[src/rtl/rs_pkg.sv]
// Shared types and constants for the reservation station: entry layout,
// command-bundle bit positions and the "operand ready" tag value.
package rs_pkg;

  localparam int ROB_SIZE = 32;
  localparam int TAG_W    = $clog2(ROB_SIZE + 1);
  localparam int CMD_W    = 10;
  localparam int DATA_W   = 64;

  typedef logic [TAG_W-1:0] tag_t;

  // Tag 0 means "no producer": the operand value is already valid.
  localparam tag_t TAG_READY = '0;

  localparam int CMD_MEMWRITE = 0;
  localparam int CMD_MEMTOREG = 1;
  localparam int CMD_ALUOP_LO = 2;
  localparam int CMD_ALUOP_HI = 4;
  localparam int CMD_REGWRITE = 5;
  localparam int CMD_FWD      = 6;
  localparam int CMD_LSL      = 7;
  localparam int CMD_SAVECOND = 8;
  localparam int CMD_RDEN     = 9;

  typedef struct packed {
    logic              valid;
    tag_t              dest_tag;
    tag_t              tag1;
    tag_t              tag2;
    logic [DATA_W-1:0] val1;
    logic [DATA_W-1:0] val2;
    logic [CMD_W-1:0]  cmd;
  } rs_entry_t;

  // A broadcast on the CDB never matches the ready tag.
  function automatic logic cdb_match(input logic cdb_valid, input tag_t cdb_tag,
                                     input tag_t op_tag);
    return cdb_valid && (cdb_tag != TAG_READY) && (cdb_tag == op_tag);
  endfunction

endpackage

[src/rtl/reservation_station_if.sv]
// Dispatch, CDB and issue signals of one reservation station; master is the
// decode/CDB/execution side, slave is the reservation station itself.
interface reservation_station_if #(
  parameter int ROBsizeLog = 6,
  parameter int CMDwidth   = 10
);
  logic                  flush_i;
  logic                  writeEn_i;
  logic [ROBsizeLog-1:0] robTag_i;
  logic [ROBsizeLog-1:0] robTag1_i;
  logic [ROBsizeLog-1:0] robTag2_i;
  logic [64:0]           robVal1_i;
  logic [64:0]           robVal2_i;
  logic [CMDwidth-1:0]   commands_i;
  logic                  stall_o;
  logic                  cdbValid_i;
  logic [ROBsizeLog-1:0] cdbTag_i;
  logic [63:0]           cdbData_i;
  logic                  issueValid_o;
  logic                  issueReady_i;
  logic [ROBsizeLog-1:0] issueTag_o;
  logic [63:0]           issueOp1_o;
  logic [63:0]           issueOp2_o;
  logic [CMDwidth-1:0]   issueCommands_o;

  modport master (
    output flush_i, writeEn_i, robTag_i, robTag1_i, robTag2_i, robVal1_i,
           robVal2_i, commands_i, cdbValid_i, cdbTag_i, cdbData_i, issueReady_i,
    input  stall_o, issueValid_o, issueTag_o, issueOp1_o, issueOp2_o,
           issueCommands_o
  );

  modport slave (
    input  flush_i, writeEn_i, robTag_i, robTag1_i, robTag2_i, robVal1_i,
           robVal2_i, commands_i, cdbValid_i, cdbTag_i, cdbData_i, issueReady_i,
    output stall_o, issueValid_o, issueTag_o, issueOp1_o, issueOp2_o,
           issueCommands_o
  );
endinterface

[src/rtl/rs_select.sv]
// Combinational oldest-ready picker: grants the ready entry that no other
// ready entry is older than.
module rs_select #(
  parameter int N = 4
) (
  input  logic [N-1:0]        ready,
  input  logic [N-1:0][N-1:0] older,
  output logic [N-1:0]        grant,
  output logic                any_ready
);

  logic [N-1:0] blocked;

  always_comb begin
    blocked = '0;
    for (int i = 0; i < N; i++) begin
      for (int j = 0; j < N; j++) begin
        if (j != i && ready[j] && older[j][i]) blocked[i] = 1'b1;
      end
    end
    grant = ready & ~blocked;
  end

  assign any_ready = |ready;

endmodule

[src/rtl/reservation_station.sv]
// Operand buffer for one functional unit: holds dispatched ops until both
// operands resolve via the CDB, then issues the oldest ready op.
module reservation_station
  import rs_pkg::*;
#(
  parameter int ROBsize    = 32,
  parameter int ROBsizeLog = $clog2(ROBsize + 1),
  parameter int RSentries  = 4,
  parameter int CMDwidth   = 10
) (
  input logic                  clk_i,
  input logic                  reset_i,
  reservation_station_if.slave bus
);

  localparam int IDX_W = $clog2(RSentries);

  rs_entry_t                               entry_q [RSentries];
  logic [RSentries-1:0][RSentries-1:0]     older_q;
  logic                                    issue_valid_q;
  logic [ROBsizeLog-1:0]                   issue_tag_q;
  logic [63:0]                             issue_op1_q;
  logic [63:0]                             issue_op2_q;
  logic [CMDwidth-1:0]                     issue_cmd_q;

  logic [RSentries-1:0] valid_vec;
  logic [RSentries-1:0] ready_vec;
  logic [RSentries-1:0] wake1;
  logic [RSentries-1:0] wake2;
  logic [RSentries-1:0] grant;
  logic [RSentries-1:0] freed;
  logic                 any_ready;
  logic                 stall;
  logic                 dispatch_en;
  logic                 load_en;
  logic                 issue_fire;
  logic [IDX_W-1:0]     free_idx;
  logic [IDX_W-1:0]     sel_idx;
  rs_entry_t            new_entry;
  logic                 unused_val_msbs;

  assign unused_val_msbs = bus.robVal1_i[64] ^ bus.robVal2_i[64];

  always_comb begin
    for (int i = 0; i < RSentries; i++) begin
      valid_vec[i] = entry_q[i].valid;
      ready_vec[i] = entry_q[i].valid && entry_q[i].tag1 == TAG_READY
                     && entry_q[i].tag2 == TAG_READY;
      wake1[i]     = entry_q[i].valid
                     && cdb_match(bus.cdbValid_i, bus.cdbTag_i, entry_q[i].tag1);
      wake2[i]     = entry_q[i].valid
                     && cdb_match(bus.cdbValid_i, bus.cdbTag_i, entry_q[i].tag2);
    end
  end

  // Stall depends only on registered occupancy so decode never sees a loop.
  assign stall       = &valid_vec;
  assign dispatch_en = bus.writeEn_i && !stall && !bus.flush_i;
  assign load_en     = !issue_valid_q || bus.issueReady_i;
  assign issue_fire  = load_en && any_ready;
  assign freed       = issue_fire ? grant : '0;

  always_comb begin
    free_idx = '0;
    for (int i = RSentries - 1; i >= 0; i--) begin
      if (!valid_vec[i]) free_idx = IDX_W'(i);
    end
  end

  always_comb begin
    sel_idx = '0;
    for (int i = 0; i < RSentries; i++) begin
      if (grant[i]) sel_idx = IDX_W'(i);
    end
  end

  // An operand produced on the CDB in the dispatch cycle is captured directly.
  always_comb begin
    new_entry          = '0;
    new_entry.valid    = 1'b1;
    new_entry.dest_tag = bus.robTag_i;
    new_entry.cmd      = bus.commands_i;
    if (cdb_match(bus.cdbValid_i, bus.cdbTag_i, bus.robTag1_i)) begin
      new_entry.tag1 = TAG_READY;
      new_entry.val1 = bus.cdbData_i;
    end else begin
      new_entry.tag1 = bus.robTag1_i;
      new_entry.val1 = bus.robVal1_i[63:0];
    end
    if (cdb_match(bus.cdbValid_i, bus.cdbTag_i, bus.robTag2_i)) begin
      new_entry.tag2 = TAG_READY;
      new_entry.val2 = bus.cdbData_i;
    end else begin
      new_entry.tag2 = bus.robTag2_i;
      new_entry.val2 = bus.robVal2_i[63:0];
    end
  end

  rs_select #(.N(RSentries)) u_select (
    .ready     (ready_vec),
    .older     (older_q),
    .grant     (grant),
    .any_ready (any_ready)
  );

  always_ff @(posedge clk_i or negedge reset_i) begin
    if (!reset_i) begin
      for (int i = 0; i < RSentries; i++) entry_q[i] <= '0;
    end else if (bus.flush_i) begin
      for (int i = 0; i < RSentries; i++) entry_q[i].valid <= 1'b0;
    end else begin
      for (int i = 0; i < RSentries; i++) begin
        if (dispatch_en && free_idx == IDX_W'(i)) begin
          entry_q[i] <= new_entry;
        end else begin
          if (freed[i]) entry_q[i].valid <= 1'b0;
          if (wake1[i]) begin
            entry_q[i].val1 <= bus.cdbData_i;
            entry_q[i].tag1 <= TAG_READY;
          end
          if (wake2[i]) begin
            entry_q[i].val2 <= bus.cdbData_i;
            entry_q[i].tag2 <= TAG_READY;
          end
        end
      end
    end
  end

  // New entry is younger than every surviving entry and older than none.
  always_ff @(posedge clk_i or negedge reset_i) begin
    if (!reset_i) begin
      older_q <= '0;
    end else if (bus.flush_i) begin
      older_q <= '0;
    end else if (dispatch_en) begin
      for (int i = 0; i < RSentries; i++) begin
        for (int j = 0; j < RSentries; j++) begin
          if (free_idx == IDX_W'(i)) begin
            older_q[i][j] <= 1'b0;
          end else if (free_idx == IDX_W'(j)) begin
            older_q[i][j] <= valid_vec[i] && !freed[i];
          end
        end
      end
    end
  end

  always_ff @(posedge clk_i or negedge reset_i) begin
    if (!reset_i) begin
      issue_valid_q <= 1'b0;
      issue_tag_q   <= '0;
      issue_op1_q   <= '0;
      issue_op2_q   <= '0;
      issue_cmd_q   <= '0;
    end else if (bus.flush_i) begin
      issue_valid_q <= 1'b0;
    end else if (load_en) begin
      issue_valid_q <= any_ready;
      if (any_ready) begin
        issue_tag_q <= entry_q[sel_idx].dest_tag;
        issue_op1_q <= entry_q[sel_idx].val1;
        issue_op2_q <= entry_q[sel_idx].val2;
        issue_cmd_q <= entry_q[sel_idx].cmd;
      end
    end
  end

  assign bus.stall_o         = stall;
  assign bus.issueValid_o    = issue_valid_q;
  assign bus.issueTag_o      = issue_tag_q;
  assign bus.issueOp1_o      = issue_op1_q;
  assign bus.issueOp2_o      = issue_op2_q;
  assign bus.issueCommands_o = issue_cmd_q;

endmodule

[src/flat_wrapper.sv]
// flat-port wrapper written by rule: the top's interface ports become plain ports
module reservation_station_flat import rs_pkg::*;
#(
  parameter int ROBsize    = 32,
  parameter int ROBsizeLog = $clog2(ROBsize + 1),
  parameter int RSentries  = 4,
  parameter int CMDwidth   = 10
)
  (clk_i, reset_i, bus_flush_i, bus_writeEn_i, bus_robTag_i, bus_robTag1_i, bus_robTag2_i, bus_robVal1_i, bus_robVal2_i, bus_commands_i, bus_cdbValid_i, bus_cdbTag_i, bus_cdbData_i, bus_issueReady_i, bus_stall_o, bus_issueValid_o, bus_issueTag_o, bus_issueOp1_o, bus_issueOp2_o, bus_issueCommands_o);
  reservation_station_if #(.ROBsizeLog(ROBsizeLog), .CMDwidth(CMDwidth)) bus_i ();
  input logic clk_i;
  input logic reset_i;
  input wire logic [$bits(bus_i.flush_i)-1:0] bus_flush_i;
  input wire logic [$bits(bus_i.writeEn_i)-1:0] bus_writeEn_i;
  input wire logic [$bits(bus_i.robTag_i)-1:0] bus_robTag_i;
  input wire logic [$bits(bus_i.robTag1_i)-1:0] bus_robTag1_i;
  input wire logic [$bits(bus_i.robTag2_i)-1:0] bus_robTag2_i;
  input wire logic [$bits(bus_i.robVal1_i)-1:0] bus_robVal1_i;
  input wire logic [$bits(bus_i.robVal2_i)-1:0] bus_robVal2_i;
  input wire logic [$bits(bus_i.commands_i)-1:0] bus_commands_i;
  input wire logic [$bits(bus_i.cdbValid_i)-1:0] bus_cdbValid_i;
  input wire logic [$bits(bus_i.cdbTag_i)-1:0] bus_cdbTag_i;
  input wire logic [$bits(bus_i.cdbData_i)-1:0] bus_cdbData_i;
  input wire logic [$bits(bus_i.issueReady_i)-1:0] bus_issueReady_i;
  output wire logic [$bits(bus_i.stall_o)-1:0] bus_stall_o;
  output wire logic [$bits(bus_i.issueValid_o)-1:0] bus_issueValid_o;
  output wire logic [$bits(bus_i.issueTag_o)-1:0] bus_issueTag_o;
  output wire logic [$bits(bus_i.issueOp1_o)-1:0] bus_issueOp1_o;
  output wire logic [$bits(bus_i.issueOp2_o)-1:0] bus_issueOp2_o;
  output wire logic [$bits(bus_i.issueCommands_o)-1:0] bus_issueCommands_o;
  assign bus_i.flush_i = bus_flush_i;
  assign bus_i.writeEn_i = bus_writeEn_i;
  assign bus_i.robTag_i = bus_robTag_i;
  assign bus_i.robTag1_i = bus_robTag1_i;
  assign bus_i.robTag2_i = bus_robTag2_i;
  assign bus_i.robVal1_i = bus_robVal1_i;
  assign bus_i.robVal2_i = bus_robVal2_i;
  assign bus_i.commands_i = bus_commands_i;
  assign bus_i.cdbValid_i = bus_cdbValid_i;
  assign bus_i.cdbTag_i = bus_cdbTag_i;
  assign bus_i.cdbData_i = bus_cdbData_i;
  assign bus_i.issueReady_i = bus_issueReady_i;
  assign bus_stall_o = bus_i.stall_o;
  assign bus_issueValid_o = bus_i.issueValid_o;
  assign bus_issueTag_o = bus_i.issueTag_o;
  assign bus_issueOp1_o = bus_i.issueOp1_o;
  assign bus_issueOp2_o = bus_i.issueOp2_o;
  assign bus_issueCommands_o = bus_i.issueCommands_o;
  reservation_station #(.ROBsize(ROBsize), .ROBsizeLog(ROBsizeLog), .RSentries(RSentries), .CMDwidth(CMDwidth)) u_core (.clk_i(clk_i), .reset_i(reset_i), .bus(bus_i));
endmodule
[config.mk]
export PLATFORM = sky130hd
export DESIGN_NAME = reservation_station_flat
export DESIGN_NICKNAME = d
export VERILOG_FILES = /design/src/rtl/rs_pkg.sv /design/src/rtl/reservation_station_if.sv /design/src/rtl/rs_select.sv /design/src/rtl/reservation_station.sv /design/src/flat_wrapper.sv
export SDC_FILE = /design/constraint.sdc
export NUM_CORES = 2
export LEC_CHECK = 0
export ABC_AREA = 1
export CAP_MARGIN = 20
export CELL_PAD_IN_SITES_DETAIL_PLACEMENT = 0
export CELL_PAD_IN_SITES_GLOBAL_PLACEMENT = 1
export CORE_AREA = 2 2 286 429
export CTS_CLUSTER_SIZE = 20
export DETAILED_ROUTE_END_ITERATION = 8
export DIE_AREA = 0 0 288 431
export GPL_TIMING_DRIVEN = 1
export PLACE_DENSITY = 0.85
export SYNTH_ARGS = -nofsm -noshare
export SYNTH_HDL_FRONTEND = slang
export SYNTH_HIERARCHICAL = 1
export SYNTH_SLANG_ARGS = --single-unit
[constraint.sdc]
create_clock -name clk_i -period 2.5 [get_ports clk_i]
set_input_delay 0.625 -clock clk_i [delete_from_list [all_inputs] [get_ports clk_i]]
set_output_delay 0.625 -clock clk_i [all_outputs]
set_load 0.005 [all_outputs]
### Word level (Yosys, flattened, before mapping)

Index checks and enable logic that the tools add are counted.

| word-level totals | value |
|---|---|
| word-level logic and storage cells | 262 |
| output and inout bits | 146 |
| flip-flop bits (word level) | 785 |
| input bits | 234 |

| cells by class | value |
|---|---|
| $lt $le $gt $ge | 1 |
| bitwise gates (word level) | 4 |
| mux-type cells | 90 |
| equality and inequality tests | 13 |
| reductions and logical operators | 109 |

Operators with widths:

| operator | count |
|---|---|
| $mux 64 | 10 |
| $mux 140 | 4 |
| $bmux 157 s2 | 1 |
| $mux 156 | 2 |
| $eq 6x6->1 | 10 |
| $mux 6 | 10 |
| $mux 1 | 54 |
| $logic_and 1x1->1 | 50 |
| $logic_not 6->1 | 8 |
| $reduce_and 2->1 | 18 |
| $mux 15 | 2 |
| $reduce_bool 3->1 | 10 |
| $reduce_bool 2->1 | 10 |
| $mux 2 | 6 |
| $logic_not 1->1 | 7 |
| $reduce_bool 6->1 | 1 |
| $and 4x4->4 | 1 |
| $eq 2x2->1 const B | 2 |
| $mux 4 | 1 |
| $not 4->4 | 1 |
| $reduce_and 4->1 | 1 |
| $reduce_or 4->1 | 1 |
| $ge 3x3->1 const B | 1 |
| $not 2->3 | 1 |
| other kinds (5) | 5 |

### Longest topological paths before layout

| depth | value |
|---|---|
| depth after elaboration | 16 |
| mapped depth | 15 |

### Cells and area by module

The synthesis kept the hierarchy.

By module, submodules not included:

| module | instances | cells each | area each (sq um) |
|---|---|---|---|
| reservation_station | 1 | 6,510 | 46,633.5 |
| rs_select | 1 | 27 | 101.3 |

### Worst setup path before layout

OpenSTA, ideal clock, no wires.

| path | value |
|---|---|
| path type | flip-flop to flip-flop |
| start | reg u_core/entry_q[303] in the netlist's numbering |
| end | reg u_core.issue_tag_q[0] (netlist: u_core/bus.issueTag_o[0]) |
| data required time | 2,365 ps |
| cell stages (with the launch flop) | 13 |
| period minus slack after synthesis | 2,607 ps |
| data arrival time | 2,472 ps |
| path buffers | 2 |
| setup slack | -107 ps |
| cells stage by stage | dfrtp_1 -> nor4_1 -> nand3_1 -> nor3_1 -> nand2_1 -> nor2_1 -> inv_1 -> a21oi_2 -> inv_1 -> buf_2 -> clkbuf_1 -> o21ai_0 -> a31oi_1 |

| on the way | value |
|---|---|
| elaborated cells between the ends (all ways) | 19 |
| those cells by class | mux (9); bitwise (3); reduce/logical (7) |

RTL lines:

| what | line | RTL |
|---|---|---|
| from (decl) | reservation_station.sv:18 | `rs_entry_t entry_q [RSentries];` |
| from (signal, indexed assignment) | reservation_station.sv:114 | `entry_q[i] <= new_entry;` |
| $logic_not 6->1 | reservation_station.sv:47 | `ready_vec[i] = entry_q[i].valid && entry_q[i].tag1 == TAG_READY` |
| $logic_and 1x1->1 | reservation_station.sv:47 |  |
| $logic_and 1x1->1 | reservation_station.sv:48 | `&& entry_q[i].tag2 == TAG_READY;` |
| named net u_core.ready_vec[2] | reservation_station.sv:27 | `logic [RSentries-1:0] ready_vec;` |
| $and 4x4->4 | rs_select.sv:21 | `grant = ready & ~blocked;` |
| named net u_core.grant[2] | reservation_station.sv:30 | `logic [RSentries-1:0] grant;` |
| $mux 2 (2 in series) | reservation_station.sv:73 | `if (grant[i]) sel_idx = IDX_W'(i);` |
| $not 2->3 (implied by the code) | reservation_station.sv:161 | `issue_tag_q <= entry_q[sel_idx].dest_tag;` |
| $bmux 157 s2 | reservation_station.sv:161 |  |
| $mux 156 (implied by the code) (2 in series) | reservation_station.sv:161 |  |
| to (signal assigned) | reservation_station.sv:161 |  |
| to (decl) | reservation_station.sv:21 | `logic [ROBsizeLog-1:0] issue_tag_q;` |

The timed path passes the listed nets, and every way through them passes these cells. The select of a mux whose other input is x is not followed.
A chain may end at the register's enable or synchronous reset.

### Worst setup path in the final report

| path | value |
|---|---|
| start | reg u_core/entry_q[147] in the netlist's numbering |
| end | reg u_core.issue_op2_q[3] (netlist: u_core/bus.issueOp2_o[3]) |

| on the way | value |
|---|---|
| elaborated cells between the ends (all ways) | 18 |
| those cells by class | mux (8); bitwise (3); reduce/logical (7) |

RTL lines:

| what | line | RTL |
|---|---|---|
| $logic_not 6->1 | reservation_station.sv:47 |  |
| $logic_and 1x1->1 | reservation_station.sv:47 |  |
| $logic_and 1x1->1 | reservation_station.sv:48 |  |
| named net u_core.ready_vec[3] | reservation_station.sv:27 |  |
| $and 4x4->4 | rs_select.sv:21 |  |
| named net u_core.grant[3] | reservation_station.sv:30 |  |
| $mux 2 | reservation_station.sv:73 |  |
| $not 2->3 (implied by the code) | reservation_station.sv:163 | `issue_op2_q <= entry_q[sel_idx].val2;` |
| $bmux 157 s2 | reservation_station.sv:163 |  |
| $mux 156 (2 in series) | - |  |
| to (signal assigned) | reservation_station.sv:163 |  |
| to (decl) | reservation_station.sv:23 | `logic [63:0] issue_op2_q;` |

The timed path passes the listed nets, and every way through them passes these cells. The select of a mux whose other input is x is not followed.

==> reports/metrics.yaml <==
run_status:
  status: "finished with violations"
  violations: "setup timing"
power_and_ir_drop:
  power_frac_comb_pct: 20.8
  pwr_density_cell_mw_per_mm2: 602.4
  p_int_mw: 25.65
  switchingPower_mw: 11.31
  p_leak_nw: 30.78
  p_clk_share_pct: 36.0
  power_frac_seq_pct: 43.2
  p_total_mw: 36.97
  ir_drop_mv: 0.4412
  p_sw_share_pct: 30.60
synthesis:
  synth_warnings: 6
  synth_nets: 6770
  avgSynthCellArea_um2: 7.150
  synth_cells: 6536
  netlist_area_mm2: 0.04673
sta:
  timing.hold.ws_ps: 399.5
  finalMaxSlewViolations: 0
  setup-tns-final_ps: -14190
  rsz0062_at_grt: "true"
  period_needed_ps: 2702
  period_share_pct: 108.1
  clock-skew-final_ps: 35.99
  fmax_mhz: 370.2
  fin_ws_ps: -201.6
  hold_viol: 0
  relSlewSlack_pct: 45.32
  finalSetupViolCount: 142
  worst-slew-pin-transition_ps: 820.3
routing:
  top_layer_used: "met5"
  wl_met1_um: 76900
  routedWlPerCell_um: 24.10
  vias: 51103
  drc: 0
  viasPerCell: 5.816
  wl_met2_um: 99700
  wl_met3_um: 18880
  wl_um: 211800
  detail-route-antenna-nets: 0
  drt_pass1_iterations: 8
  drt_iter0_drc: 6269
floorplanning:
  die_h_um: 431
  num_rows: 156
  die_x_um: 288
  core_mm2: 0.1202
  ios: 380
  start_util_pct: 38.87
  die_area_mm2: 0.1241
place:
  place.gp.congestion: 0.9482
  pre_cts_slack_ps: -514.3
  postPlaceCellArea_mm2: 0.05724
  numPlacedInstances: 8588
  dpl.hpwl_um: 142300
  port_buffers: 377
flow_run:
  maxCapViolations: 0
global_routing:
  grt-ovfl-total: 0
  grt_max_degree: 91
  antenna_found_initial: 4
  grt_pass1_wl_um: 308600
  gr-usage-all-layers_pct: 32.88
  first_global_vias: 50060
cts:
  htree_levels: 3
  cts_tree: "yes"
  cts.sinks: 785
  clkTransAtPathRegs_ps: 60
  worstSkewPairLatency_ps: 700
  cts_buffers: 84
  cts-root-buf: "clkbuf_16"
  cts_buffer_depth: 3
critical_path:
  path_class: "flip-flop to flip-flop"
  cp_max_fo: 29
  arrival_ps: 3260
  required_ps: 3060
  setup.worst_path.end_class: "flip-flop"
  worstSetupStartpointType: "flip-flop"
layout:
  instances_no_fill: 8786
  fillers: 11721
  layout.nets: 7369
  finalInstanceArea_mm2: 0.06137
  fin_util_pct: 51.04
  area_growth_pct: 31.32
  drive_above_1_share_pct: 14.20
min_path:
  hold_class: "primary input to asynchronous set/reset pin"
[critical path: stages (launching register included)]
cell     delay [ps]
dfrtp_1         430
nor4_1          240
nand3_1         180
nor3_2          150
buf_4           180
nand2_2          70
nor2_2          110
buf_6           110
buf_12          100
nor2_4           40
buf_12          160
inv_16          170
buf_12          250
nor2_1           50
o21ai_0         160
a31oi_1         130
[cell usage in the layout, fill, tap and decap left out, types with 23 or more instances in the layout]
cell type / count
a31oi_1: 144
buf_12: 201
buf_4: 389
buf_6: 25
clkbuf_16: 104
clkdlybuf4s50_1: 375
dfrtp_1: 785
inv_1: 596
inv_2: 62
nand2_1: 1029
nand3_1: 1794
nand4_1: 142
nand4_4: 62
nor2_1: 866
nor2_2: 23
o21ai_0: 297
o21ai_1: 103
[per-layer routing]
layer	up-vias	GRT usage, %
met5	-	0
li1	22849	-
met4	2	22.20
met1	24180	39.67
met2	3194	54.18
met3	878	4.799
[sequential cells by signal, indices dropped and copies added, names as in the netlist]
signal                      cells
u_core/bus.issueCommands_o     10
u_core/bus.issueOp1_o          64
u_core/bus.issueOp2_o          64
u_core/bus.issueTag_o           6
u_core/bus.issueValid_o         1
u_core/older_q                 12
u_core/entry_q                628
[path summary, 6_finish.rpt]
kind / from / end / slack [ps] / cells past startpoint
worst max-delay path: u_core/entry_q[147]$_DFFE_PN0P_ / u_core/bus.issueOp2_o[3]$_DFFE_PN0P_ / -200 / 15
worst min-delay path: reset_i / u_core/entry_q[66]$_DFFE_PN0P_ / 400 / 2
worst max register to register: u_core/entry_q[147]$_DFFE_PN0P_ / u_core/bus.issueOp2_o[3]$_DFFE_PN0P_ / -200 / 15
worst min register to register: u_core/entry_q[469]$_DFFE_PN0P_ / u_core/entry_q[469]$_DFFE_PN0P_ / 480 / 2
max in group asynchronous: reset_i / u_core/entry_q[484]$_DFFE_PN0P_ / 1110 / 4
min in group clk_i: u_core/entry_q[469]$_DFFE_PN0P_ / u_core/entry_q[469]$_DFFE_PN0P_ / 480 / 2
[area by class of cell]
type / instances / area [µm²] / area share [%]
Inverter: 676 / 2597 / 4.233
Sequential cell: 785 / 19640 / 32.01
Timing Repair Buffer: 1033 / 11950 / 19.47
Tap cell: 1580 / 1977 / 3.221
Clock buffer: 121 / 2496 / 4.067
Multi-Input combinational cell: 4555 / 22330 / 36.38
Antenna cell: 3 / 7.507 / 0.01223
Clock inverter: 33 / 369.1 / 0.6015
[what timing repair did]
action / 4_1_cts / 5_1_grt
pin swaps: 6 / 53
hold buffers: 1 / 0
hold endpoints to repair: 15 / 0
setup buffers: 10 / 9
gates resized for setup: 59 / 171
setup endpoints to repair: 145 / 147
gates cloned: 4 / 18
[power groups by stage]
| stage | registers (mW) | clock network [mW] | logic (mW) |
|---|---|---|---|
| 2_1_floorplan | 15.8 | 0 | 4.46 |
| 3_3_place_gp | 16.0 | 0 | 7.39 |
| 3_5_place_dp | 16.1 | 0 | 7.51 |
| 4_1_cts | 15.9 | 13.4 | 7.58 |
| 5_1_grt | 16.2 | 13.9 | 8.58 |
| 6_report | 16.0 | 13.3 | 7.68 |
(Power assumes the default switching activity.)
